==> config.mk <==
export PLATFORM = sky130hd
export DESIGN_NAME = cdc_test_sequencer
export DESIGN_NICKNAME = d
export VERILOG_FILES = /design/src/rtl/cdc_test_pkg.sv /design/src/rtl/seq_gap_timer.sv /design/src/rtl/cdc_test_sequencer.sv
export SDC_FILE = /design/constraint.sdc
export NUM_CORES = 1
export LEC_CHECK = 0
export ABC_CLOCK_PERIOD_IN_PS = 6400
export CORE_ASPECT_RATIO = 0.75
export CORE_MARGIN = 10
export CORE_UTILIZATION = 49
export CTS_CLUSTER_SIZE = 40
export DETAILED_ROUTE_END_ITERATION = 6
export PLACE_DENSITY = 0.71
export SETUP_SLACK_MARGIN = 0.5
export SLEW_MARGIN = 20
export SYNTH_ARGS = -nofsm -noshare
export SYNTH_HDL_FRONTEND = slang
export SYNTH_HIERARCHICAL = 1
export SYNTH_SLANG_ARGS = --single-unit
==> constraint.sdc <==
create_clock -name clk -period 6.4 [get_ports clk]
set_clock_uncertainty 0.2 [all_clocks]
set_input_delay 0.96 -clock clk [delete_from_list [all_inputs] [get_ports clk]]
set_output_delay 0.96 -clock clk [all_outputs]
set_load 0.02 [all_outputs]
==> src/rtl/cdc_test_pkg.sv <==
// ============================================================================
// cdc_test_pkg : shared state encoding and data-stream seed for the CDC lab
// Revision     : 1.0 - initial release
// ============================================================================
`default_nettype none

package cdc_test_pkg;

  localparam logic [2:0] ST_IDLE  = 3'd0;
  localparam logic [2:0] ST_SEND  = 3'd1;
  localparam logic [2:0] ST_GAP   = 3'd2;
  localparam logic [2:0] ST_DRAIN = 3'd3;
  localparam logic [2:0] ST_DONE  = 3'd4;

  typedef enum logic [2:0] {
    S_IDLE  = ST_IDLE,
    S_SEND  = ST_SEND,
    S_GAP   = ST_GAP,
    S_DRAIN = ST_DRAIN,
    S_DONE  = ST_DONE
  } state_t;

  // First word the checker expects after reset; both sides must agree.
  localparam int NEXT_DATA_RST = 1;

endpackage

`default_nettype wire

==> src/rtl/seq_gap_timer.sv <==
// ============================================================================
// seq_gap_timer : loadable down-counter timing the idle gap between words
// Revision      : 1.0 - initial release
// ============================================================================
`default_nettype none

module seq_gap_timer #(
  parameter int GAP_W = 4
) (
  input  logic             clk,
  input  logic             rst,
  input  logic             load,
  input  logic [GAP_W-1:0] value,
  output logic             expired
);

  logic [GAP_W-1:0] r_count;

  always_ff @(posedge clk or posedge rst) begin
    if (rst) begin
      r_count <= '0;
    end else if (load) begin
      r_count <= value;
    end else if (r_count != '0) begin
      r_count <= r_count - GAP_W'(1);
    end
  end

  assign expired = (r_count == '0);

endmodule

`default_nettype wire

==> src/rtl/cdc_test_sequencer.sv <==
// ============================================================================
// cdc_test_sequencer : drives the incrementing word stream into the data
//                      checker and turns its failure pulses into a verdict
// Revision           : 1.0 - initial release
// ============================================================================
`default_nettype none

module cdc_test_sequencer
  import cdc_test_pkg::*;
#(
  parameter int WIDTH   = 4,
  parameter int COUNT_W = 8,
  parameter int GAP_W   = 4
) (
  input  logic               clk,
  input  logic               rst,
  input  logic               start,
  input  logic [COUNT_W-1:0] num_words,
  input  logic [GAP_W-1:0]   gap,
  input  logic               inject_err,
  input  logic               failure,
  output logic               data_en,
  output logic [WIDTH-1:0]   data,
  output logic               busy,
  output logic               done,
  output logic               pass,
  output logic [COUNT_W-1:0] sent_count,
  output logic [COUNT_W-1:0] err_count
);

  state_t             r_state;
  logic [COUNT_W-1:0] r_num_words;
  logic [GAP_W-1:0]   r_gap;
  logic [WIDTH-1:0]   r_next_data;
  logic               r_pending;

  logic               w_accept;
  logic               w_last;
  logic               w_emit;
  logic               w_inj;
  logic               w_timer_load;
  logic               w_gap_expired;
  logic               w_fail_cnt;
  logic [COUNT_W-1:0] w_err_next;

  assign w_accept     = (r_state == S_IDLE) && start;
  assign w_last       = (sent_count == r_num_words);
  // Outputs are registered, so the word is produced on the edge entering SEND.
  assign w_emit       = (w_accept && (num_words != '0))
                      || ((r_state == S_SEND) && !w_last && (r_gap == '0))
                      || ((r_state == S_GAP) && w_gap_expired);
  assign w_inj        = r_pending | inject_err;
  assign w_timer_load = (r_state == S_SEND) && !w_last && (r_gap != '0);
  assign w_fail_cnt   = failure && (err_count != '1)
                      && ((r_state == S_SEND) || (r_state == S_GAP) || (r_state == S_DRAIN));
  assign w_err_next   = w_fail_cnt ? (err_count + COUNT_W'(1)) : err_count;

  seq_gap_timer #(
    .GAP_W (GAP_W)
  ) u_gap_timer (
    .clk     (clk),
    .rst     (rst),
    .load    (w_timer_load),
    .value   (r_gap - GAP_W'(1)),
    .expired (w_gap_expired)
  );

  always_ff @(posedge clk or posedge rst) begin
    if (rst) begin
      r_state     <= S_IDLE;
      r_num_words <= '0;
      r_gap       <= '0;
      r_next_data <= WIDTH'(NEXT_DATA_RST);
      r_pending   <= 1'b0;
      data_en     <= 1'b0;
      data        <= '0;
      busy        <= 1'b0;
      done        <= 1'b0;
      pass        <= 1'b0;
      sent_count  <= '0;
      err_count   <= '0;
    end else begin
      done    <= 1'b0;
      data_en <= w_emit;

      if (w_emit) begin
        data        <= r_next_data ^ {{(WIDTH-1){1'b0}}, w_inj};
        r_next_data <= r_next_data + WIDTH'(1);
        r_pending   <= 1'b0;
      end else begin
        r_pending   <= w_inj;
      end

      if (w_accept) begin
        sent_count <= COUNT_W'(w_emit);
        err_count  <= '0;
      end else begin
        if (w_emit) sent_count <= sent_count + COUNT_W'(1);
        err_count <= w_err_next;
      end

      case (r_state)
        S_IDLE: begin
          if (start) begin
            r_num_words <= num_words;
            r_gap       <= gap;
            busy        <= 1'b1;
            if (num_words == '0) begin
              r_state <= S_DONE;
              done    <= 1'b1;
              pass    <= 1'b1;
            end else begin
              r_state <= S_SEND;
            end
          end
        end
        S_SEND: begin
          if (w_last)               r_state <= S_DRAIN;
          else if (r_gap != '0)     r_state <= S_GAP;
        end
        S_GAP: begin
          if (w_gap_expired) r_state <= S_SEND;
        end
        S_DRAIN: begin
          // Include the failure for the last word, sampled this cycle.
          r_state <= S_DONE;
          done    <= 1'b1;
          pass    <= (w_err_next == '0);
        end
        S_DONE: begin
          r_state <= S_IDLE;
          busy    <= 1'b0;
        end
        default: r_state <= S_IDLE;
      endcase
    end
  end

endmodule

`default_nettype wire
; After elaboration in Yosys (flattened, before gate mapping)
; Index checks and enable logic that the tools add are counted.
[word_totals]
regBits = 48
elab_cells = 80
output_inout_bits = 24
input_bits = 17
[classes]
eq_ne = 10
muxes = 21
n_bitwise = 2
add_sub_neg = 5
reduce_logical = 29
[op_table]
columns = operator, count
row1 = two-way mux 8 bit, 4
row2 = "adder 8 x 1 -> 8 bit, second input constant", 2
row3 = logical NOT 8 bit, 2
row4 = two-way mux 3 bit, 5
row5 = one-hot mux 3 bit (4 select lines), 1
row6 = equality test 8 bit, 1
row7 = logical AND 1 bit, 8
row8 = logical NOT 4 bit, 2
row9 = two-way mux 4 bit, 2
row10 = "inequality test 8 bit, second input constant", 1
row11 = nonzero test 2 bit, 4
row12 = nonzero test 4 bit, 2
row13 = nonzero test 8 bit, 1
row14 = "subtractor 4 x 1 -> 4 bit, second input constant", 2
row15 = "equality test 3 x 2 -> 1 bit, second input constant", 2
row16 = two-way mux 1 bit, 6
row17 = one-hot mux 1 bit (2 select lines), 3
row18 = AND reduction 3 bit, 2
row19 = "adder 4 x 1 -> 4 bit, second input constant", 1
row20 = logical OR 1 bit, 4
row21 = "inequality test 2 bit, second input constant", 2
row22 = AND reduction 2 bit, 2
row23 = XOR 4 x 1 -> 4 bit, 1
row24 = "equality test 3 x 1 -> 1 bit, second input constant", 1
row25 = 6 further kinds, 6

; Depth between registers and ports, before layout
[logic_depth]
word_depth = 8
depth_mapped = 8
depth_no_buf = 7

; By module
; Netlist, hierarchy kept.
[modules_own_cells]
columns = module, cells_per_inst, n_inst, seq_area_each_um2, area_per_inst_um2
row1 = cdc_test_sequencer, 233, 1, 1102.3, 2267.2
row2 = seq_gap_timer, 23, 1, 100.1, 236.5

; Worst setup path before layout
; Ideal clock, no wire load.
[synth_timing]
path_kind = input port to flip-flop
startpoint = input num_words[0]
endpoint = register data[1]
setup_time_ns = 0.125
path_buffers = 0
t_arrival_ns = 2.240
required_time_ns = 6.075
path_slack_ns = 3.835
cell_stages = 4
path_cell_list = nor4_1 nand2_1 a211oi_4 mux2_2
[synth_via]
elab_chain_len = 4
[synth_lines]
columns = element, line_no
row1 = from (decl), cdc_test_sequencer.sv:18  ; input logic [COUNT_W-1:0] num_words,
row2 = nonzero test 8 bit, cdc_test_sequencer.sv:49  ; assign w_emit = (w_accept && (num_words != '0))
row3 = logical AND 1 bit, cdc_test_sequencer.sv:49
row4 = logical OR 1 bit, cdc_test_sequencer.sv:50  ; || ((r_state == S_SEND) && !w_last && (r_gap == '0))
row5 = logical OR 1 bit, cdc_test_sequencer.sv:51  ; || ((r_state == S_GAP) && w_gap_expired);
row6 = to (signal assigned), cdc_test_sequencer.sv:87  ; data <= r_next_data ^ {{(WIDTH-1){1'b0}}, w_inj};
row7 = to (decl), cdc_test_sequencer.sv:23  ; output logic [WIDTH-1:0] data,
; No other way between the ends.
; A chain may end at the register's enable or synchronous reset.

; Worst setup path in the final report
[layout_timing]
startpoint = input num_words[0]
endpoint = register data[2]
; The elaborated chain is that of the path after synthesis.

==> reports/metrics.cfg <==
[outcome]
status=finished clean

[synthesis]
ys_top_cells_by_area=dfrtp_1 (47%), nand2_1 (7.3%), xor2_1 (5.9%)
yosys.area.top_type=dfrtp_1
synth-warning-count=6
synth.avg_cell_area_um2=9.78
seq_area_frac_synth=0.480
yosysTopAreaCellShare=0.470
synth_edf_count=0
syn_inst=256
synth_area_um2=2500
ys_seq_elements=48
synth_fp_nets=279
synth_cell_types=44
async_flop_share=1.00
synth.most_common_cell=nand2_1
synth_commonest_cells=nand2_1 (49), dfrtp_1 (47), nor2_1 (26)
synth-main-ff-cell=dfrtp_1

[timing]
period_needed_ns=3.08
final_hold_viol_count=0
setup_viol=0
finalSetupTns_ns=0
max_freq_mhz=325
fin_crit_sh=0.481
relSlewSlack=0.487
slew_viol_final=0
worst_pin_slew_ns=0.764
rsz0062_at_grt=false

[clock_network]
clock-root-buffer=clkbuf_8
numCtsBuffers=5
cts_setup_buffers=0
cts_num_sinks=48
clk_pin_slew_ns=0.08
clockBufferDepth=2
tritoncts=done
htree_levels=2
cts_resized=0
cts_hold_buf=0
clk-insertion-delay-late_ns=0.30

[pwr]
total_power_uw=1230
vdd_drop_max_mv=0.214
p_leak_uw=0.00136
power_density_nw_per_um2=405

[global_routing]
antenna_found_initial=0
gr-usage-all-layers=0.135
grt_pass1_wl_um=9160
grt_pass1_vias=1900
grt-ovfl-total=0
grt_max_degree=45

[worst_setup_path]
crit_family=simple AND/OR/NAND/NOR gates
r2r_setup_slack_ns=3.76
cp-start-kind=input pin
path_buf_inv=1
path_cells=clkdlybuf4s50_1, nor4_1, nand2_1, a211oi_4, mux2_2
critPathCaptureType=flip-flop
slowest_stage=a211oi_4
crit_required_ns=6.38
crit_path_max_fanout=10
cp_data_arrival_time_ns=3.06
crit_type=in -> reg
slowest_delay_ns=0.53

[routing]
vias=1937
drt_iter0_markers=97
drt_wl_total_um=5400
first_pass_iters=4
wl_per_cell_um=15.1
viasPerCell=5.43
drc=0
ant_nets=0

[placement]
gp_congestion=0.808
port_buffers=40
dp_hpwl_um=3960

[floorplanning]
core_area_um2=4930
io_pins=41
die_h_um=81.9
fp.dieW_um=103
row_count=22
start_util=0.508
die_area_um2=8400

[cells_and_area]
area_growth_pct=21.0
layout.nets=319
utilization=0.615
final_layout_size_suffix_gt1_frac=0.0808
multiInputGateArea_um2=1220
nFillCells=434
ff_latch_area_um2=1200
diodes=0

[flow_run]
cap_violations=0

[hold_path]
hold_path_class=reg -> reg

## routing by layer
layer,vias to the layer above,wire [µm],global-route usage
met5,-,0,0
met2,44,2310,0.195
met3,2,458,0.0487
li1,962,-,-
met4,0,10,0.0281
met1,929,2620,0.188
## cells by family after synthesis
| kind of cell | count (synthesis) | synth area share |
|---|---|---|
| DFF | 48 | 0.480 |
| AOI/OAI and AO/OA | 36 | 0.110 |
| buffers and inverters | 19 | 0.0335 |
| and+or+nand+nor | 115 | 0.225 |
| adders and majority gates | 6 | 0.0300 |
| xor gates and xnor gates | 21 | 0.0735 |
| muxes | 11 | 0.0470 |
## stage by stage
stage                     hold slack, ns  setup slack, ns  std cells  area, µm²
final                              0.278             3.32        357       3030
after global routing               0.289             3.15        357       3030
after CTS                          0.282             3.29        357       3030
after detailed placement           0.265             2.97        349       2940
after global placement             0.261             3.01        349       2940
after floorplan                    0.238             3.83        256       2500
## cells in the final DEF (no fill, tap or decap), types with 2 or more instances in the layout
cell type,n
a211oi_1,3
a21oi_1,6
a31oi_1,2
clkbuf_1,2
clkbuf_8,5
clkdlybuf4s50_1,40
dfrtp_1,47
ha_1,6
inv_1,10
mux2_2,6
mux2i_1,5
nand2_1,49
nand2b_1,2
nand3_1,9
nand4_1,3
nor2_1,26
nor2b_1,3
nor3_1,4
nor3b_1,4
nor4_1,3
o2111ai_1,2
o211ai_1,5
o21ai_0,9
o31ai_1,2
or2_2,2
or3_1,2
xnor2_1,4
xor2_1,17
## power breakdown
| part | switching, µW | total, µW | internal [µW] |
|---|---|---|---|
| combinational | 284 | 532 | 248 |
| clock | 97.1 | 174 | 76.9 |
| sequential | 105 | 521 | 416 |
## cell type report
type                       instances  area share
sequential                        48       0.397
clock buffer                       7      0.0252
timing repair buffer              41       0.135
inverter                          11      0.0136
multi-input combinational        189       0.403
tap                               60      0.0248
clock inverter                     1     0.00165
## final timing paths
kind                                                  from                            endpoint  cells past startpoint
worst max-delay path                          num_words[0]                 data[2]$_DFFE_PP0P_                      5
worst min-delay path            r_next_data[3]$_DFFE_PP0P_          r_next_data[3]$_DFFE_PP0P_                      1
worst max register to register   sent_count[1]$_DFFE_PP0P_                 data[2]$_DFFE_PP0P_                      5
worst min register to register  r_next_data[3]$_DFFE_PP0P_          r_next_data[3]$_DFFE_PP0P_                      1
max in group asynchronous                              rst              err_count[2]$_DFF_PP0_                      3
min in group asynchronous                              rst  u_gap_timer/r_count[1]$_DFFE_PP0P_                      2
## flip-flops by register name (all words and copies together), names as in the netlist
name                 count
r_num_words              8
r_gap                    4
r_pending                1
u_gap_timer/r_count      4
busy                     1
data_en                  1
done                     1
pass                     1
r_next_data              4
data                     4
err_count                8
r_state                  3
sent_count               8
No activity file was read; power rests on OpenSTA's default activity.
